--- src/rtl/imm_pkg.sv ---
// Shared types for the immediate-extension path: format select, occupancy
// states of the output pipe, and the fixed instruction width.
package imm_pkg;

  localparam int INS_W = 32;

  typedef enum logic [2:0] {
    IMM_I   = 3'd0,
    IMM_S   = 3'd1,
    IMM_B   = 3'd2,
    IMM_U   = 3'd3,
    IMM_J   = 3'd4,
    IMM_Z   = 3'd5,
    IMM_SH  = 3'd6,
    IMM_RSV = 3'd7
  } imm_src_e;

  typedef enum logic [1:0] {
    OCC_EMPTY = 2'd0,
    OCC_ONE   = 2'd1,
    OCC_TWO   = 2'd2
  } occ_e;

endpackage

--- src/rtl/imm_extend_core.sv ---
// Combinational RISC-V immediate extractor for every base format plus the
// CSR zimm and shift-amount forms; XLEN selects 32- or 64-bit results.
module imm_extend_core
  import imm_pkg::*;
#(
  parameter int XLEN = 32
) (
  input  logic [INS_W-1:0] ins,
  input  imm_src_e         imm_src,
  output logic [XLEN-1:0]  imm,
  output logic             illegal
);

  // The opcode field never contributes to an immediate.
  logic unused_opcode_s;
  assign unused_opcode_s = ^ins[6:0];

  // Field gather per format; signed casts provide the sign fill to XLEN.
  always_comb begin
    imm     = '0;
    illegal = 1'b0;
    case (imm_src)
      IMM_I:   imm = XLEN'($signed(ins[31:20]));
      IMM_S:   imm = XLEN'($signed({ins[31:25], ins[11:7]}));
      IMM_B:   imm = XLEN'($signed({ins[31], ins[7], ins[30:25], ins[11:8], 1'b0}));
      IMM_U:   imm = XLEN'($signed({ins[31:12], 12'h000}));
      IMM_J:   imm = XLEN'($signed({ins[31], ins[19:12], ins[20], ins[30:21], 1'b0}));
      IMM_Z:   imm = XLEN'(ins[19:15]);
      IMM_SH:  imm = (XLEN == 64) ? XLEN'(ins[25:20]) : XLEN'(ins[24:20]);
      IMM_RSV: begin
        imm     = '0;
        illegal = 1'b1;
      end
      default: begin
        imm     = '0;
        illegal = 1'b0;
      end
    endcase
  end

endmodule

--- src/rtl/imm_extend_pipe.sv ---
// Registered immediate generator with a valid/ready handshake and a
// two-entry (main + skid) buffer; also counts accepted instructions.
module imm_extend_pipe
  import imm_pkg::*;
#(
  parameter int XLEN  = 32,
  parameter int TAG_W = 4,
  parameter int CNT_W = 16
) (
  input  logic             clk,
  input  logic             rst,
  input  logic             in_valid,
  output logic             in_ready,
  input  logic [INS_W-1:0] in_ins,
  input  logic [2:0]       in_imm_src,
  input  logic [TAG_W-1:0] in_tag,
  output logic             out_valid,
  input  logic             out_ready,
  output logic [XLEN-1:0]  out_imm,
  output logic [TAG_W-1:0] out_tag,
  output logic             out_illegal,
  output logic [CNT_W-1:0] acc_cnt
);

  if (XLEN != 32 && XLEN != 64) begin : g_bad_xlen
    $error("imm_extend_pipe: XLEN must be 32 or 64");
  end
  if (TAG_W < 1) begin : g_bad_tag
    $error("imm_extend_pipe: TAG_W must be at least 1");
  end

  typedef struct packed {
    logic [XLEN-1:0]  imm;
    logic [TAG_W-1:0] tag;
    logic             illegal;
  } entry_t;

  occ_e             state_q, state_d;
  entry_t           main_q, main_d;
  entry_t           skid_q, skid_d;
  logic [CNT_W-1:0] cnt_q, cnt_d;

  logic [XLEN-1:0]  ext_imm_s;
  logic             ext_illegal_s;
  logic             accept_s;
  logic             drain_s;
  entry_t           new_s;

  imm_extend_core #(.XLEN(XLEN)) u_core (
    .ins     (in_ins),
    .imm_src (imm_src_e'(in_imm_src)),
    .imm     (ext_imm_s),
    .illegal (ext_illegal_s)
  );

  // Handshake flags come only from registered state, so out_ready never
  // reaches in_ready combinationally.
  assign in_ready  = (state_q != OCC_TWO);
  assign out_valid = (state_q != OCC_EMPTY);
  assign accept_s  = in_valid & in_ready;
  assign drain_s   = out_valid & out_ready;
  assign new_s     = '{imm: ext_imm_s, tag: in_tag, illegal: ext_illegal_s};

  // Occupancy transitions and data movement between main and skid.
  always_comb begin
    state_d = state_q;
    main_d  = main_q;
    skid_d  = skid_q;
    cnt_d   = cnt_q + CNT_W'(accept_s);
    case (state_q)
      OCC_EMPTY: begin
        if (accept_s) begin
          main_d  = new_s;
          state_d = OCC_ONE;
        end else begin
          state_d = OCC_EMPTY;
        end
      end
      OCC_ONE: begin
        if (accept_s && drain_s) begin
          main_d = new_s;
        end else if (accept_s) begin
          skid_d  = new_s;
          state_d = OCC_TWO;
        end else if (drain_s) begin
          state_d = OCC_EMPTY;
        end else begin
          state_d = OCC_ONE;
        end
      end
      OCC_TWO: begin
        if (drain_s) begin
          main_d  = skid_q;
          skid_d  = '0;
          state_d = OCC_ONE;
        end else begin
          state_d = OCC_TWO;
        end
      end
      default: begin
        state_d = OCC_EMPTY;
        main_d  = '0;
        skid_d  = '0;
      end
    endcase
  end

  // State, storage and counter registers.
  always_ff @(posedge clk or posedge rst) begin
    if (rst) begin
      state_q <= OCC_EMPTY;
      main_q  <= '0;
      skid_q  <= '0;
      cnt_q   <= '0;
    end else begin
      state_q <= state_d;
      main_q  <= main_d;
      skid_q  <= skid_d;
      cnt_q   <= cnt_d;
    end
  end

  assign out_imm     = main_q.imm;
  assign out_tag     = main_q.tag;
  assign out_illegal = main_q.illegal;
  assign acc_cnt     = cnt_q;

endmodule

--- config.mk ---
export PLATFORM = sky130hd
export DESIGN_NAME = imm_extend_pipe
export DESIGN_NICKNAME = d
export VERILOG_FILES = /design/src/rtl/imm_pkg.sv /design/src/rtl/imm_extend_core.sv /design/src/rtl/imm_extend_pipe.sv
export SDC_FILE = /design/constraint.sdc
export NUM_CORES = 1
export LEC_CHECK = 0
export CAP_MARGIN = 25
export CORE_ASPECT_RATIO = 1.1
export CORE_MARGIN = 4
export CORE_UTILIZATION = 50
export CTS_BUF_LIST = sky130_fd_sc_hd__clkbuf_2
export DETAILED_ROUTE_END_ITERATION = 8
export GPL_ROUTABILITY_DRIVEN = 0
export PLACE_DENSITY_LB_ADDON = 0.05
export SLEW_MARGIN = 20
export SYNTH_ARGS = -nofsm -noshare
export SYNTH_HDL_FRONTEND = slang
export SYNTH_HIERARCHICAL = 1
export SYNTH_SLANG_ARGS = --single-unit
--- constraint.sdc ---
create_clock -name clk -period 9.8 [get_ports clk]
set_input_delay 2.45 -clock clk [delete_from_list [all_inputs] [get_ports clk]]
set_output_delay 2.45 -clock clk [all_outputs]
set_load 0.01 [all_outputs]
==> results by group <==
Outcome
  – Status: finished, final reports clean

Clock network
  – Clock H-tree levels: 3
  – Clock Tree Root: clkbuf_2
  – Worst skew pair latency: 0.57 ns
  – Clock Sinks: 92
  – Clk slew on worst S/H paths: 0.22 ns
  – Cts repair resizes: 0
  – Max clock buf depth: 2
  – CTS tree: built
  – Hold_buf cts: 0
  – CTS buffer count: 9
  – Setup Fix Bufs, Post-CTS: 0

GRT
  – Initial antenna violation count: 0
  – Number of global-route vias before repair: 3780
  – Total track usage: 20.73%
  – GRT Residual Overflow: 0
  – Largest net degree at the start of global routing: 53
  – First-pass GRT wire length: 18640 µm

Routing
  – First-pass DRT Iterations: 4
  – Avg WL per Cell: 15.06 µm
  – Antenna viol nets, final: 0
  – # DRC: 0
  – Total number of vias: 3865
  – Drt via density: 5.353
  – 1st-iter DRT viols: 165
  – Total routed wirelength: 10870 µm

Power
  – Leak: 2.493 nW
  – Peak supply drop: 0.00008708 V
  – PwrDens: 194.6 nW/µm²
  – Design Power: 1.119 mW

Synth
  – Synth Cell Area: 4827 µm²
  – Synth Net Count: 582
  – Synth cell types: 43
  – Synth area leaders: dfrtp_1 (48%), a21oi_1 (8.8%), nand2_1 (6.0%)
  – YS warnings: 6
  – Post-Syn Instances: 537
  – Sequential area share after synthesis: 47.69%
  – Top-area cell type share of the netlist area: 47.69%
  – Prevailing post-synth register cell: dfrtp_1
  – Asr flop ratio synth: 100.0%
  – Most numerous cell in the Yosys netlist: dfrtp_1
  – Dominant cell type by area after synthesis: dfrtp_1
  – Seq cells post-synth: 92
  – Syn Area/Cell: 8.989 µm²
  – Post-synth EDFFs: 0
  – Most frequent cells after synthesis: dfrtp_1 (92), a21oi_1 (85), nand2_1 (77)

Final layout
  – Synth-to-Final Area Change: 19.18%
  – Filler cell count: 873
  – Final nets: 646
  – Diode count: 0
  – Layout cell share with drive strength beyond 1: 7.438%

Timing
  – Hold Fails Final Rpt: 0
  – Tightest Pin Transition: 0.8354 ns
  – Max-slew headroom: 44.13%
  – Fmax: 213.8 MHz
  – Minimum clock period: 4.678 ns
  – RSZ-0062 raised after global routing: false
  – Final period utilization: 47.73%
  – Final TNS setup: 0 ns
  – Final setup skew: 0.02204 ns
  – Fin. max-slew vios: 0
  – Final setup fails: 0

Run
  – Maxcap violations: 0

Floorplanning
  – Row count: 37
  – Die X: 101.7 µm
  – Core region area: 9398 µm²
  – Ports: 98
  – Die area: 11290 µm²
  – Die Y: 111.1 µm
  – Initial Utilization: 51.36%

Critical path
  – Critical path launch point type: flip-flop
  – WP data arrival: 2.23 ns
  – CP endpoint kind: primary output
  – Crit Path Max Fanout: 18
  – Crit Path Category: reg -> out
  – Critical path required time: 7.35 ns

Hold path
  – Hold Path Class: reg -> reg

Place
  – Dpl hpwl: 7425 µm
  – Port bufs: 90
-- worst paths after layout --
kind                                     to   startpoint  slack [ns]  cells after the start
worst max register to register   out_imm[8]   state_q[1]        7.47                      6
worst min-delay path            acc_cnt[15]  acc_cnt[15]        0.48                      1
max in group asynchronous        out_imm[8]          rst        6.40                      3
worst max-delay path               in_ready   state_q[0]        5.12                      3
worst min register to register  acc_cnt[15]  acc_cnt[15]        0.48                      1
min in group asynchronous        out_imm[4]          rst        2.31                      2
-- cells by family after synthesis --
logic type,Yosys count,share of synthesized area [%]
buf+inv,48,6.402
simple gates,205,21.70
mux,6,1.270
fa+ha+maj,3,0.7516
compound gates,169,19.65
flops,92,47.69
xor+xnor,14,2.540
-- per-stage QoR --
stage          setup slack [ns]  std cells  hold WS (ns)  cell area (µm²)  utilization [%]
2_1_floorplan             4.958        537        0.4487             4827                -
3_3_place_gp              4.827        706        0.4616             5655            60.18
3_5_place_dp              4.781        706        0.4654             5655            60.18
4_1_cts                   4.632        721        0.4934             5731            60.98
5_1_grt                   4.951        722        0.5319             5753            61.22
6_report                  5.122        722        0.4832             5753            61.22
-- per-layer routing --
metal / up-vias / share of wire (%) / GRT usage (%) / wire length, µm
li1: 1934 / - / - / -
met1: 1825 / 47 / 29.38 / 5102
met2: 95 / 47 / 31.81 / 5096
met3: 11 / 4.9 / 4.531 / 537
met4: 0 / 1.2 / 6.117 / 133
met5: - / 0 / 0 / 0
-- report_power, final --
part,internal (mW),switching [mW]
Clock,0.0335,0.122
Sequential,0.478,0.0650
Combinational,0.211,0.210
-- area by class of cell --
class	instances	area, µm²	share of cell area [%]
multi-input combinational	397	2248	39.08
sequential	92	2302	40.02
tap	117	146.4	2.545
clock buffer	12	60.06	1.044
clock inverter	3	15.01	0.2610
timing repair buffer	96	960.9	16.70
inverter	5	20.02	0.3480
-- cell usage in the layout (no fill, tap or decap), types with 2 or more instances in the layout --
cell type	synthesis	routed
and3b_1	4	4
xor2_1	5	5
a21o_1	11	11
and3_1	5	5
xnor2_1	9	9
nand3_1	6	6
nor2b_4	2	3
o22ai_1	11	10
a21oi_2	11	11
nor2_1	45	45
ha_1	2	2
and2_1	3	3
clkdlybuf4s50_1	0	89
nand4_1	2	2
nand2_1	77	77
inv_1	5	4
o21ai_1	12	11
nor2b_1	46	45
dfrtp_1	92	92
o21ai_0	33	33
a21oi_1	85	85
and2b_1	4	4
buf_4	10	5
clkbuf_2	0	12
clkinv_1	0	2
mux2i_1	5	5
a211o_1	4	4
-- registers in the layout, indices dropped and copies added, names as in the netlist --
name / cells
state_q: 2
acc_cnt: 16
out_tag: 4
out_illegal: 1
out_imm: 32
skid_q: 37
-- critical path: stages (launching register included) --
cell	delay (ns)
dfrtp_1	0.53
nor2b_4	0.49
inv_1	0.13
clkdlybuf4s50_1	0.50
Note: power is estimated with default switching activity, not from simulation.
